==> config.mk <==
export PLATFORM = sky130hd
export DESIGN_NAME = fifo2linebuf_flat
export DESIGN_NICKNAME = d
export VERILOG_FILES = /design/src/rtl/fifo2linebuf_if.sv /design/src/rtl/fifo2linebuf.sv /design/src/flat_wrapper.sv
export SDC_FILE = /design/constraint.sdc
export NUM_CORES = 1
export LEC_CHECK = 0
export CORE_MARGIN = 4
export CORE_UTILIZATION = 56
export DETAILED_ROUTE_END_ITERATION = 16
export PLACE_DENSITY = 0.95
export SYNTH_ARGS = -nofsm -noshare
export SYNTH_HDL_FRONTEND = slang
export SYNTH_SLANG_ARGS = --single-unit
==> constraint.sdc <==
create_clock -name clk125 -period 6.4 [get_ports clk125]
set_input_delay 0.96 -clock clk125 [delete_from_list [all_inputs] [get_ports clk125]]
set_output_delay 0.96 -clock clk125 [all_outputs]
set_load 0.005 [all_outputs]
==> src/rtl/fifo2linebuf_if.sv <==
// Handshake bundle between the pixel FIFO, the line-buffer writer and the line RAM.
// The master modport is the writer side; slave is the environment (FIFO, RAM, reader).
interface fifo2linebuf_if #(
    parameter int unsigned LINE_AW = 11
);
    logic [28:0]      fifo_dout;
    logic             fifo_empty;
    logic             fifo_rd_en;
    logic [1:0]       bank_free;
    logic             ram_we;
    logic [LINE_AW:0] ram_addr;
    logic [15:0]      ram_wdata;
    logic             line_done;
    logic [10:0]      line_num;
    logic             line_bank;
    logic             seg_err;

    modport master (
        input  fifo_dout, fifo_empty, bank_free,
        output fifo_rd_en, ram_we, ram_addr, ram_wdata, line_done, line_num, line_bank,
               seg_err
    );

    modport slave (
        output fifo_dout, fifo_empty, bank_free,
        input  fifo_rd_en, ram_we, ram_addr, ram_wdata, line_done, line_num, line_bank,
               seg_err
    );
endinterface

==> src/rtl/fifo2linebuf.sv <==
// Drains the UDP pixel FIFO into a ping-pong line RAM, tracking half-line segments,
// stalling on banks still owned by the reader and flagging malformed segments.
module fifo2linebuf #(
    parameter int unsigned PIX_PER_HALF = 640,
    parameter int unsigned LINE_AW      = 11
) (
    input logic                clk125,
    input logic                sys_rst,
    fifo2linebuf_if.master     bus
);

    localparam logic [LINE_AW-1:0] PixHalf = LINE_AW'(PIX_PER_HALF);
    localparam logic [LINE_AW-1:0] PixLast = LINE_AW'(PIX_PER_HALF - 1);
    localparam logic [LINE_AW-1:0] IdxOne  = LINE_AW'(1);

    typedef enum logic [0:0] {StRun, StHold} state_e;

    state_e             state_q, state_d;
    logic               rd_vld_q;
    logic [11:0]        key_q, key_d;
    logic               key_vld_q, key_vld_d;
    logic [LINE_AW-1:0] idx_q, idx_d;
    logic               ovf_q, ovf_d;
    logic               rel_q, rel_d;
    logic [15:0]        hold_pix_q, hold_pix_d;
    logic               we_q, we_d;
    logic [LINE_AW:0]   addr_q, addr_d;
    logic [15:0]        wdata_q, wdata_d;
    logic               done_q, done_d;
    logic [10:0]        num_q, num_d;
    logic               bank_q, bank_d;
    logic               err_q, err_d;

    logic [10:0]        in_y;
    logic               in_half;
    logic [15:0]        in_pix;
    logic [11:0]        in_key;
    logic               wr;
    logic [LINE_AW-1:0] wr_idx;

    assign in_y    = bus.fifo_dout[26:16];
    assign in_half = bus.fifo_dout[27];
    assign in_pix  = bus.fifo_dout[15:0];
    assign in_key  = {in_y, in_half};

    // Single outstanding read: the pop strobe is suppressed while its data is in flight.
    assign bus.fifo_rd_en = ~sys_rst & ~bus.fifo_empty & (state_q == StRun) & ~rd_vld_q;

    always_comb begin
        state_d    = state_q;
        key_d      = key_q;
        key_vld_d  = key_vld_q;
        idx_d      = idx_q;
        ovf_d      = ovf_q;
        rel_d      = 1'b0;
        hold_pix_d = hold_pix_q;
        we_d       = 1'b0;
        addr_d     = addr_q;
        wdata_d    = wdata_q;
        done_d     = 1'b0;
        num_d      = num_q;
        bank_d     = bank_q;
        err_d      = 1'b0;
        wr         = 1'b0;
        wr_idx     = idx_q;

        if (rel_q) begin
            // Held word is always the first pixel of a half-0 segment.
            we_d    = 1'b1;
            addr_d  = {key_q[1], idx_q};
            wdata_d = hold_pix_q;
            idx_d   = idx_q + IdxOne;
        end else if (state_q == StHold) begin
            if (bus.bank_free[key_q[1]]) begin
                state_d = StRun;
                rel_d   = 1'b1;
            end
        end else if (rd_vld_q) begin
            if (!key_vld_q || (in_key != key_q)) begin
                if (key_vld_q && (idx_q != PixHalf)) begin
                    err_d = 1'b1;
                end
                if (in_half && !(key_vld_q && (key_q == {in_y, 1'b0}))) begin
                    err_d = 1'b1;
                end
                key_d     = in_key;
                key_vld_d = 1'b1;
                idx_d     = '0;
                ovf_d     = 1'b0;
                if (!in_half && !bus.bank_free[in_y[0]]) begin
                    state_d    = StHold;
                    hold_pix_d = in_pix;
                end else begin
                    wr     = 1'b1;
                    wr_idx = '0;
                end
            end else if (idx_q < PixHalf) begin
                wr = 1'b1;
            end else if (!ovf_q) begin
                err_d = 1'b1;
                ovf_d = 1'b1;
            end
        end

        if (wr) begin
            we_d    = 1'b1;
            addr_d  = {in_y[0], in_half ? (PixHalf + wr_idx) : wr_idx};
            wdata_d = in_pix;
            idx_d   = wr_idx + IdxOne;
            if (in_half && (wr_idx == PixLast)) begin
                done_d = 1'b1;
                num_d  = in_y;
                bank_d = in_y[0];
            end
        end
    end

    always_ff @(posedge clk125 or posedge sys_rst) begin
        if (sys_rst) begin
            state_q    <= StRun;
            rd_vld_q   <= 1'b0;
            key_q      <= '0;
            key_vld_q  <= 1'b0;
            idx_q      <= '0;
            ovf_q      <= 1'b0;
            rel_q      <= 1'b0;
            hold_pix_q <= '0;
            we_q       <= 1'b0;
            addr_q     <= '0;
            wdata_q    <= '0;
            done_q     <= 1'b0;
            num_q      <= '0;
            bank_q     <= 1'b0;
            err_q      <= 1'b0;
        end else begin
            state_q    <= state_d;
            rd_vld_q   <= bus.fifo_rd_en;
            key_q      <= key_d;
            key_vld_q  <= key_vld_d;
            idx_q      <= idx_d;
            ovf_q      <= ovf_d;
            rel_q      <= rel_d;
            hold_pix_q <= hold_pix_d;
            we_q       <= we_d;
            addr_q     <= addr_d;
            wdata_q    <= wdata_d;
            done_q     <= done_d;
            num_q      <= num_d;
            bank_q     <= bank_d;
            err_q      <= err_d;
        end
    end

    assign bus.ram_we    = we_q;
    assign bus.ram_addr  = addr_q;
    assign bus.ram_wdata = wdata_q;
    assign bus.line_done = done_q;
    assign bus.line_num  = num_q;
    assign bus.line_bank = bank_q;
    assign bus.seg_err   = err_q;

endmodule

==> src/flat_wrapper.sv <==
// flat-port wrapper written by rule: the top's interface ports become plain ports
module fifo2linebuf_flat 
#(
    parameter int unsigned PIX_PER_HALF = 640,
    parameter int unsigned LINE_AW      = 11
)
  (clk125, sys_rst, bus_fifo_dout, bus_fifo_empty, bus_bank_free, bus_fifo_rd_en, bus_ram_we, bus_ram_addr, bus_ram_wdata, bus_line_done, bus_line_num, bus_line_bank, bus_seg_err);
  fifo2linebuf_if #(.LINE_AW(LINE_AW)) bus_i ();
  input logic clk125;
  input logic sys_rst;
  input wire logic [$bits(bus_i.fifo_dout)-1:0] bus_fifo_dout;
  input wire logic [$bits(bus_i.fifo_empty)-1:0] bus_fifo_empty;
  input wire logic [$bits(bus_i.bank_free)-1:0] bus_bank_free;
  output wire logic [$bits(bus_i.fifo_rd_en)-1:0] bus_fifo_rd_en;
  output wire logic [$bits(bus_i.ram_we)-1:0] bus_ram_we;
  output wire logic [$bits(bus_i.ram_addr)-1:0] bus_ram_addr;
  output wire logic [$bits(bus_i.ram_wdata)-1:0] bus_ram_wdata;
  output wire logic [$bits(bus_i.line_done)-1:0] bus_line_done;
  output wire logic [$bits(bus_i.line_num)-1:0] bus_line_num;
  output wire logic [$bits(bus_i.line_bank)-1:0] bus_line_bank;
  output wire logic [$bits(bus_i.seg_err)-1:0] bus_seg_err;
  assign bus_i.fifo_dout = bus_fifo_dout;
  assign bus_i.fifo_empty = bus_fifo_empty;
  assign bus_i.bank_free = bus_bank_free;
  assign bus_fifo_rd_en = bus_i.fifo_rd_en;
  assign bus_ram_we = bus_i.ram_we;
  assign bus_ram_addr = bus_i.ram_addr;
  assign bus_ram_wdata = bus_i.ram_wdata;
  assign bus_line_done = bus_i.line_done;
  assign bus_line_num = bus_i.line_num;
  assign bus_line_bank = bus_i.line_bank;
  assign bus_seg_err = bus_i.seg_err;
  fifo2linebuf #(.PIX_PER_HALF(PIX_PER_HALF), .LINE_AW(LINE_AW)) u_core (.clk125(clk125), .sys_rst(sys_rst), .bus(bus_i));
endmodule
==> summary.txt, run 1 <==
Yosys warnings = 0
Starting Density = 57.58%
gr usage total = 24.23%
Crit path max-delay family = simple AND/OR/NAND/NOR gates
Skew-Pair Late Insertion Delay = 0.36 ns
1st-iter DRT viols = 277
vias in the first global route = 3,298
mapped cell area = 4177 sq um
Synth Register Bits = 86
Seq. cell area = 2152 sq um
xor and xnor area share after synthesis = 4.194%
layout cell share with drive strength beyond 1 = 19.02%
hpwl dp = 7.243 mm
Tmin final = 4.274 ns
Post-route DRC = 0
crit path max-delay cell type = a21oi_2
final-report max-slew violation count = 0
Hold Vio Cnt, Final = 0
worst hold endpoint = u_core.hold_pix_q[4]$_DFFE_PP0P_
Multi-input gate area = 1877 sq um
hold path depth = 1
Worst Setup End Kind = flop
RSZ-0062 raised after global routing = no
Yosys cell types = 52
Worst Hold Class = flop to flop
CTS max path bufs = 2
Max Cap Viol = 0
maximum VDD drop = 235.7 uV
num rows = 31
Vias per Instance = 5.837
WS Path Type = input port to flop
Die Y-Extent = 94.36 um
status = finished, final reports clean
1st-pass router iterations = 4
worst-path cell chain = clkdlybuf4s50_1 > xor2_1 > or4_4 > or4b_4 > mux2_4 > a21oi_2 > buf_4 > mux2i_1
setup TNS = 0 ns
post-synthesis cell count = 368
number of antenna violations at the first check in global routing = 0
Post-CTS Setup Bufs = 0
FF-to-FF setup slack = 2.82 ns
largest family of logic cells by synthesized area = simple AND/OR/NAND/NOR gates
Die Area = 8904 sq um
Wirelength per Cell = 18.33 um
complex-gate fraction of the synthesized area = 10.07%
Fillers = 526
Top FF cell, synth = dfrtp_1
Sinks on Clock Net = 86
sequential area share after synthesis = 51.53%
area of the core = 7253 sq um
pwr dens = 366.1 nW/um^2
clock buffer count from CTS = 9
Max transition margin = 14.69%
CP Launch Type = input port
CTS root buffer = clkbuf_8
EDFF count, synth = 0
Nets = 480
Port Buffers = 76
final period utilization = 66.79%
CP max FO = 20
required time of the critical path = 6.68 ns
H-tree depth = 3
first-pass GRT wire length = 16.59 mm
Post-Route Utilization = 71.50%
leakage = 2.235 nW
critical path depth = 8
slowest stage delay, CP = 0.83 ns
# resized after CTS = 0
hold path start = u_core.hold_pix_q[4]$_DFFE_PP0P_
io pins = 78
Post-DRT Antenna Nets = 0
Routability Congestion = 0.8757
syn_nets = 406
Post-Synth Adder-Cell Area = 1.198%
WP data arrival = 4.55 ns
largest net degree at the start of global routing = 61
Final Setup Violations = 0
post-synthesis mux area share = 13.66%
gr ovfl total = 0
CTS tree = done
r2r worst-path depth = 7
Post-Synth Simple-Gate Area = 15.55%
Buffers & Inverters on Critical Path = 2
Die X-Extent = 94.36 um
Syn Area/Cell = 11.35 sq um
Worst R2R Start = u_core.key_q[7]$_DFFE_PP0P_
f_max = 234.0 MHz
routed via count = 3,187
FF-to-FF End = u_core.bus.ram_addr[4]$_DFFE_PP0P_
CTS clk-pin slew, worst paths = 0.09 ns
Layout area overhead = 24.18%
Post-synth ARST share = 100.0%
cts hold-fix bufs = 0
total detailed-routing wirelength = 10.01 mm
Ant. Diodes = 0
Worst Skew = 0.008744 ns
Slew @ Worst Pin = 1.275 ns
-- metal layers --
| layer | track usage [%] | routed length (um) | up-vias |
|---|---|---|---|
| met1 | 32.42 | 4157 | 1579 |
| li1 | - | - | 1479 |
| met3 | 2.948 | 488 | 21 |
| met4 | 12.03 | 251 | 0 |
| met2 | 39.24 | 5111 | 108 |
| met5 | 0 | 0 | - |
-- worst max-delay path by stage --
| stage | slack [ns] | start | endpoint |
|---|---|---|---|
| after global routing | 1.98 | bus_fifo_dout[22] | u_core.bus.ram_addr[5]$_DFFE_PP0P_ |
| after global placement | 1.81 | bus_fifo_dout[22] | u_core.bus.ram_addr[5]$_DFFE_PP0P_ |
| after floorplan | 2.31 | bus_fifo_dout[22] | u_core.bus.line_num[0]$_DFFE_PP0P_ |
| after detailed placement | 1.75 | bus_fifo_dout[22] | u_core.bus.ram_addr[3]$_DFFE_PP0P_ |
| after CTS | 2.13 | bus_fifo_dout[22] | u_core.bus.ram_addr[4]$_DFFE_PP0P_ |
| final | 2.13 | bus_fifo_dout[22] | u_core.bus.ram_addr[4]$_DFFE_PP0P_ |
-- cells by family after synthesis --
group | Yosys count
adder cells (fa/ha/maj) | 4
buffers and inverters | 32
AND/OR/NAND/NOR | 121
XOR/XNOR | 20
AO/OA/AOI/OAI | 54
flip-flops | 86
multiplexers | 51
-- cells in the final DEF (no fill, tap or decap), types with 4 or more instances in the layout --
| master | netlist | layout |
|---|---|---|
| a31oi_1 | 5 | 5 |
| clkbuf_8 | 0 | 10 |
| nand2_1 | 28 | 28 |
| nor2_1 | 26 | 26 |
| xor2_1 | 5 | 5 |
| xnor2_1 | 15 | 15 |
| a221o_2 | 7 | 7 |
| nand4_1 | 5 | 5 |
| ha_1 | 4 | 4 |
| dfrtp_1 | 86 | 86 |
| a221o_1 | 11 | 11 |
| nor4_1 | 5 | 4 |
| mux2i_1 | 6 | 6 |
| mux2_2 | 44 | 44 |
| o21ai_0 | 9 | 9 |
| buf_4 | 3 | 5 |
| inv_1 | 14 | 13 |
| a21oi_1 | 9 | 9 |
| nor3b_1 | 4 | 4 |
| and2_1 | 17 | 17 |
| clkdlybuf4s50_1 | 0 | 76 |
| nor3_1 | 8 | 7 |
| nand3_1 | 5 | 5 |
-- area by class of cell --
type                       instances  share of cell area, %
sequential                        86                  41.50
timing repair buffer              81                  15.39
multi-input combinational        250                  36.19
clock buffer                      10                  2.654
clock inverter                     6                 0.8444
tap                               99                  2.388
inverter                          14                  1.037
-- worst reg2reg max path, cell delays in order (launching register included) --
cell     delay, ns
dfrtp_1       0.42
xor2_1        0.18
or4_4         0.58
or4b_4        0.59
mux2_4        0.37
a21oi_2       0.83
buf_4         0.35
mux2i_1       0.20
-- per-stage QoR --
stage	total power (W)	instance area (sq um)	cells	worst slack, ns	hold WS (ns)
after floorplan	0.001266	4177	368	2.312	0.4650
after global placement	0.001506	5005	530	1.810	0.4803
after detailed placement	0.001550	5005	530	1.750	0.4876
after CTS	0.001908	5186	546	2.130	0.5067
after global routing	0.002011	5186	546	1.976	0.5160
final	0.001899	5186	546	2.126	0.5039
-- flip-flops by register name, summed over array words and instances, names as in the netlist, 11 cells and up --
| name | count |
|---|---|
| u_core.bus.ram_wdata | 16 |
| u_core.hold_pix_q | 16 |
| u_core.bus.ram_addr | 12 |
| u_core.key_q | 12 |
| u_core.bus.line_num | 11 |
| u_core.idx_q | 11 |
-- Yosys cell counts, types with 6 or more instances --
cell type / count / share of area [%]
dfrtp_1: 86 / 52
mux2_2: 44 / 12
nand2_1: 28 / 2.5
nor2_1: 26 / 2.3
and2_1: 17 / 2.5
xnor2_1: 15 / 3.1
inv_1: 14 / 1.3
a221o_1: 11 / 2.6
clkbuf_1: 11 / 0.99
a21oi_1: 9 / 1.1
o21ai_0: 9 / 1.1
nor3_1: 8 / 0.96
a221o_2: 7 / 1.9
mux2i_1: 6 / 1.4
-- power breakdown --
group,switching (W),leakage (nW),internal (W)
logic,0.000276,1.04,0.000387
clock network,0.000201,0.0930,0.000154
registers,0.000157,1.10,0.000723
total,0.000635,2.24,0.00126
(Power assumes the default switching activity.)
==> run 2: changes to the inputs <==
--- a/config.mk
+++ b/config.mk
@@ -6,9 +6,9 @@
 export NUM_CORES = 1
 export LEC_CHECK = 0
 export CORE_MARGIN = 4
-export CORE_UTILIZATION = 56
+export CORE_UTILIZATION = 52
 export DETAILED_ROUTE_END_ITERATION = 16
-export PLACE_DENSITY = 0.95
+export PLACE_DENSITY = 0.9
 export SYNTH_ARGS = -nofsm -noshare
 export SYNTH_HDL_FRONTEND = slang
 export SYNTH_SLANG_ARGS = --single-unit
==> constraint.sdc (replaced) <==
create_clock -name clk125 -period 4.2 [get_ports clk125]
set_input_delay 0.63 -clock clk125 [delete_from_list [all_inputs] [get_ports clk125]]
set_output_delay 0.63 -clock clk125 [all_outputs]
set_load 0.005 [all_outputs]
==> run 2 against run 1 <==
Global-route usage decreased by 3.0 points. Critical path type unchanged. Register-to-register slack lost 1.8 ns. Sequential share of layout area is 0.54 points lower. Largest power group unchanged. Cell count is 1.6% higher. Critical path depth rose by 3. Routed wire length fell by 2.1%.
==> summary.txt, run 2 (synthesis results as in run 1) <==
Routability Congestion = 0.9224
1st-iter DRT viols = 241
1st-pass router iterations = 5
Starting Density = 53.77%
Sequential Power Share = 44.1%
f_max = 279.5 MHz
# resized after CTS = 0
CP max FO = 11
Post-CTS Setup Bufs = 0
first-pass GRT wire length = 16.24 mm
Max Cap Viol = 0
WS Path Type = input port to flop
CTS max path bufs = 2
Skew-Pair Late Insertion Delay = 0.36 ns
H-tree depth = 3
setup ws final = 0.6227 ns
Sinks on Clock Net = 86
Worst Skew = 0.01143 ns
r2r worst-path depth = 10
Ant. Diodes = 0
io pins = 78
Layout area overhead = 25.82%
CTS clk-pin slew, worst paths = 0.09 ns
Tmin final = 3.577 ns
largest net degree at the start of global routing = 53
most common cell after layout, fill and taps aside = dfrtp_1
total detailed-routing wirelength = 9.802 mm
cts hold-fix bufs = 0
Clock power frac = 20.2%
vias in the first global route = 3,296
Max transition margin = 14.04%
Net Sw Frac = 32.62%
CTS tree = done
hold path depth = 1
final period utilization = 85.17%
CP Launch Type = input port
Worst Hold Class = flop to flop
DP Cell Count = 539
area of the core = 7767 sq um
Post-DRT Antenna Nets = 0
Hold Vio Cnt, Final = 0
gr ovfl total = 0
number of antenna violations at the first check in global routing = 0
final-report max-slew violation count = 0
leakage = 2.273 nW
NetSw = 0.0009648 W
required time of the critical path = 4.45 ns
Nets = 486
num rows = 32
worst hold endpoint = u_core.hold_pix_q[7]$_DFFE_PP0P_
hpwl dp = 7.073 mm
hold path start = u_core.hold_pix_q[7]$_DFFE_PP0P_
pwr dens = 562.8 nW/um^2
gr usage total = 21.19%
routed via count = 3,200
Final Setup Violations = 0
Die X-Extent = 97.62 um
FF-to-FF End = u_core.bus.line_num[10]$_DFFE_PP0P_
Worst R2R Start = u_core.key_q[7]$_DFFE_PP0P_
Port Buffers = 76
Die Y-Extent = 97.62 um
Slew @ Worst Pin = 1.285 ns
Overall Power = 0.002958 W
non-filler cells, final = 555
commonest non-fill, non-tap cells in the layout = 86 x dfrtp_1, 76 x clkdlybuf4s50_1, 44 x mux2_2, 28 x nand2_1, 26 x nor2_1
Die Area = 9530 sq um
Wirelength per Cell = 17.66 um
WP data arrival = 3.83 ns
Post-Route Utilization = 67.65%
clock buffer count from CTS = 9
Logic pwr share = 35.6%
layout cell share with drive strength beyond 1 = 20.09%
Vias per Instance = 5.766
CTS root buffer = clkbuf_8
FF-to-FF setup slack = 0.97 ns
maximum VDD drop = 444.4 uV
Pint = 0.001993 W
RSZ-0062 raised after global routing = no
Worst Setup End Kind = flop
Fillers = 591
Post-route DRC = 0
status = finished, final reports clean
setup TNS = 0 ns
Post-Place Setup Slack = 0.2852 ns
==> run 2: changes by cell type in the layout (fill, tap and decap cells not counted), sizes merged <==
| cell | change |
|---|---|
| inv | +2 |
| clkbuf | -1 |
| bufinv | +1 |
| clkinv | -2 |
| buf | +6 |
==> run 2: power by group through the flow <==
stage	clock network, W	logic [W]	registers [W]
floorplan	0	0.000667	0.00126
global placement	0	0.00102	0.00130
detailed placement	0	0.00105	0.00132
CTS	0.000612	0.00106	0.00130
global route	0.000650	0.00115	0.00134
finish	0.000598	0.00105	0.00131
==> run 2: how the worst max path moves through the flow <==
stage / startpoint / endpoint / slack, ns
after floorplan: bus_fifo_dout[22] / u_core.bus.line_num[0]$_DFFE_PP0P_ / 0.44
after detailed placement: bus_fifo_dout[22] / u_core.bus.line_num[10]$_DFFE_PP0P_ / 0.29
after global placement: bus_fifo_dout[22] / u_core.bus.line_num[3]$_DFFE_PP0P_ / 0.37
after global routing: bus_fifo_dout[22] / u_core.bus.line_num[6]$_DFFE_PP0P_ / 0.55
after CTS: bus_fifo_dout[22] / u_core.bus.line_num[6]$_DFFE_PP0P_ / 0.67
final: bus_fifo_dout[22] / u_core.bus.line_num[10]$_DFFE_PP0P_ / 0.62
==> run 2: cell type report <==
type / count / area [sq um] / area share [%]
Clock inverter: 7 / 77.57 / 1.476
Multi-Input combinational cell: 250 / 1877 / 35.71
Clock buffer: 9 / 123.9 / 2.357
Timing Repair Buffer: 87 / 843.3 / 16.05
Tap cell: 102 / 127.6 / 2.429
Sequential cell: 86 / 2152 / 40.95
Inverter: 14 / 53.80 / 1.024
==> run 2: metal layers <==
| layer | track usage [%] | part of all wire, % |
|---|---|---|
| met3 | 4.164 | 4.1 |
| met5 | 0 | 0 |
| met2 | 33.95 | 49 |
| met4 | 7.881 | 1.8 |
| met1 | 28.60 | 45 |
==> run 2: critical path: stages <==
cell and delay (ns):
clkdlybuf4s50_1 0.49, xor2_1 0.18, or4_4 0.57, nor4b_1 0.40, nor2_1 0.16, nor2_1 0.18, ha_1 0.20, nand4_1 0.15
nor4_2 0.26, buf_4 0.25, mux2_2 0.36
==> run 2: per-stage QoR <==
stage               hold slack [ns]  instance area [sq um]
floorplan                    0.4650                   4177
global placement             0.4804                   5054
detailed placement           0.4872                   5054
CTS                          0.5094                   5255
global route                 0.5204                   5255
finish                       0.5064                   5255
==> run 3: changes to the inputs <==
--- a/config.mk
+++ b/config.mk
@@ -5,6 +5,7 @@
 export SDC_FILE = /design/constraint.sdc
 export NUM_CORES = 1
 export LEC_CHECK = 0
+export CORE_ASPECT_RATIO = 1.75
 export CORE_MARGIN = 4
 export CORE_UTILIZATION = 52
 export DETAILED_ROUTE_END_ITERATION = 16
==> run 3 against run 2 <==
Clock skew decreased by 0.0042 ns. Largest cell class unchanged. Sequential share of layout area shrank 0.59 points. Critical path depth unchanged. Sequential cell count did not move. Utilization grew 0.22 points. Final area grew 1.5%. Clock power increased by 34%. Register-to-register slack got worse by 0.14 ns. Fmax is 4.5% lower.
==> summary.txt, run 3 (synthesis results as in run 1) <==
status = finished, final reports clean
Post-Route Utilization = 67.87%
Post-Place Setup Slack = 0.2012 ns
CTS root buffer = clkbuf_16
Sequential Power Share = 41.4%
most common cell after layout, fill and taps aside = dfrtp_1
vias in the first global route = 3,430
Routability Congestion = 0.9262
Slew @ Worst Pin = 1.189 ns
Die Y-Extent = 126.6 um
CTS max path bufs = 2
Worst Hold Class = flop to flop
Skew-Pair Late Insertion Delay = 0.34 ns
CTS clk-pin slew, worst paths = 0.06 ns
CP max FO = 11
Seq. cell area = 2152 sq um
1st-pass router iterations = 4
total detailed-routing wirelength = 9.966 mm
CTS tree = done
hold path depth = 1
gr ovfl total = 0
Wirelength per Cell = 18.39 um
first-pass GRT wire length = 16.66 mm
area of the core = 7855 sq um
setup ws final = 0.4532 ns
io pins = 78
gr usage total = 22.86%
Nets = 485
WP data arrival = 3.97 ns
num rows = 43
DP Cell Count = 526
Port Buffers = 76
maximum VDD drop = 468.3 uV
Tmin final = 3.747 ns
Logic pwr share = 33.3%
# resized after CTS = 0
routed via count = 3,269
Starting Density = 53.17%
required time of the critical path = 4.42 ns
setup TNS = 0 ns
FF-to-FF End = u_core.bus.line_num[6]$_DFFE_PP0P_
Post-DRT Antenna Nets = 0
Post-route DRC = 0
Clock power frac = 25.3%
r2r worst-path depth = 10
Overall Power = 0.003169 W
Net Sw Frac = 30.85%
Sinks on Clock Net = 86
non-filler cells, final = 542
clock buffer count from CTS = 9
layout cell share with drive strength beyond 1 = 19.69%
FF-to-FF setup slack = 0.83 ns
RSZ-0062 raised after global routing = no
hold path start = u_core.hold_pix_q[1]$_DFFE_PP0P_
Pint = 0.002191 W
Worst Setup End Kind = flop
Vias per Instance = 6.031
Worst Skew = 0.007191 ns
H-tree depth = 3
f_max = 266.9 MHz
Max Cap Viol = 0
Layout area overhead = 27.65%
Max transition margin = 20.47%
Die Area = 9586 sq um
NetSw = 0.0009777 W
Post-CTS Setup Bufs = 0
leakage = 2.317 nW
commonest non-fill, non-tap cells in the layout = 86 x dfrtp_1, 76 x clkdlybuf4s50_1, 44 x mux2_2, 28 x nand2_1, 26 x nor2_1
final period utilization = 89.21%
WS Path Type = input port to flop
Multi-input gate area = 1877 sq um
largest net degree at the start of global routing = 58
Worst R2R Start = u_core.key_q[7]$_DFFE_PP0P_
CP Launch Type = input port
Hold Vio Cnt, Final = 0
Die X-Extent = 75.75 um
pwr dens = 594.4 nW/um^2
1st-iter DRT viols = 241
worst hold endpoint = u_core.hold_pix_q[1]$_DFFE_PP0P_
final-report max-slew violation count = 0
Fillers = 547
hpwl dp = 7.079 mm
Ant. Diodes = 0
cts hold-fix bufs = 0
Final Setup Violations = 0
number of antenna violations at the first check in global routing = 0
-- run 3: area by class of cell --
cell class | count | share of cell area [%]
repair buffers | 86 | 15.68
clock buffers | 11 | 4.553
flip-flops and latches | 86 | 40.37
well taps | 90 | 2.112
inverters | 14 | 1.009
clock inverters | 5 | 1.080
multi-input cells | 250 | 35.20
-- run 3: power groups by stage --
stage | clock [W] | combinational [W] | sequential (W)
detailed placement | 0 | 0.00105 | 0.00132
global placement | 0 | 0.00102 | 0.00130
floorplan | 0 | 0.000667 | 0.00126
global route | 0.000844 | 0.00115 | 0.00134
finish | 0.000802 | 0.00106 | 0.00131
CTS | 0.000808 | 0.00106 | 0.00131
-- run 3: worst max-delay path, cell delays in order --
cell	delay (ns)
clkdlybuf4s50_1	0.50
xor2_1	0.18
or4_4	0.57
nor4b_1	0.41
nor2_1	0.18
nor2_1	0.20
ha_1	0.23
nand4_1	0.16
nor4_2	0.29
buf_4	0.25
mux2_2	0.35
-- run 3: worst max path at each step --
stage | end | slack [ns] | startpoint
after global routing | u_core.bus.line_num[6]$_DFFE_PP0P_ | 0.25 | bus_fifo_dout[22]
after global placement | u_core.bus.line_num[8]$_DFFE_PP0P_ | 0.30 | bus_fifo_dout[22]
after CTS | u_core.bus.line_num[6]$_DFFE_PP0P_ | 0.49 | bus_fifo_dout[22]
final | u_core.bus.line_num[6]$_DFFE_PP0P_ | 0.45 | bus_fifo_dout[22]
after detailed placement | u_core.bus.line_num[6]$_DFFE_PP0P_ | 0.20 | bus_fifo_dout[22]
after floorplan | u_core.bus.line_num[0]$_DFFE_PP0P_ | 0.44 | bus_fifo_dout[22]
-- run 3: metal layers --
layer  share of wire, %  up-vias  GRT usage (%)  wire length (um)
li1                   -     1487              -                 -
met1                 37     1621          26.68              3697
met2                 54      132          37.78              5378
met3                5.3       29          5.868               526
met4                3.6        0          11.02               363
met5                  0        -              0                 0
-- run 3: metrics by stage --
step           hold WS (ns)  area [sq um]
2_1_floorplan        0.4650          4177
3_3_place_gp         0.4804          5031
3_5_place_dp         0.4877          5031
4_1_cts              0.5012          5331
5_1_grt              0.5090          5331
6_report             0.4993          5331
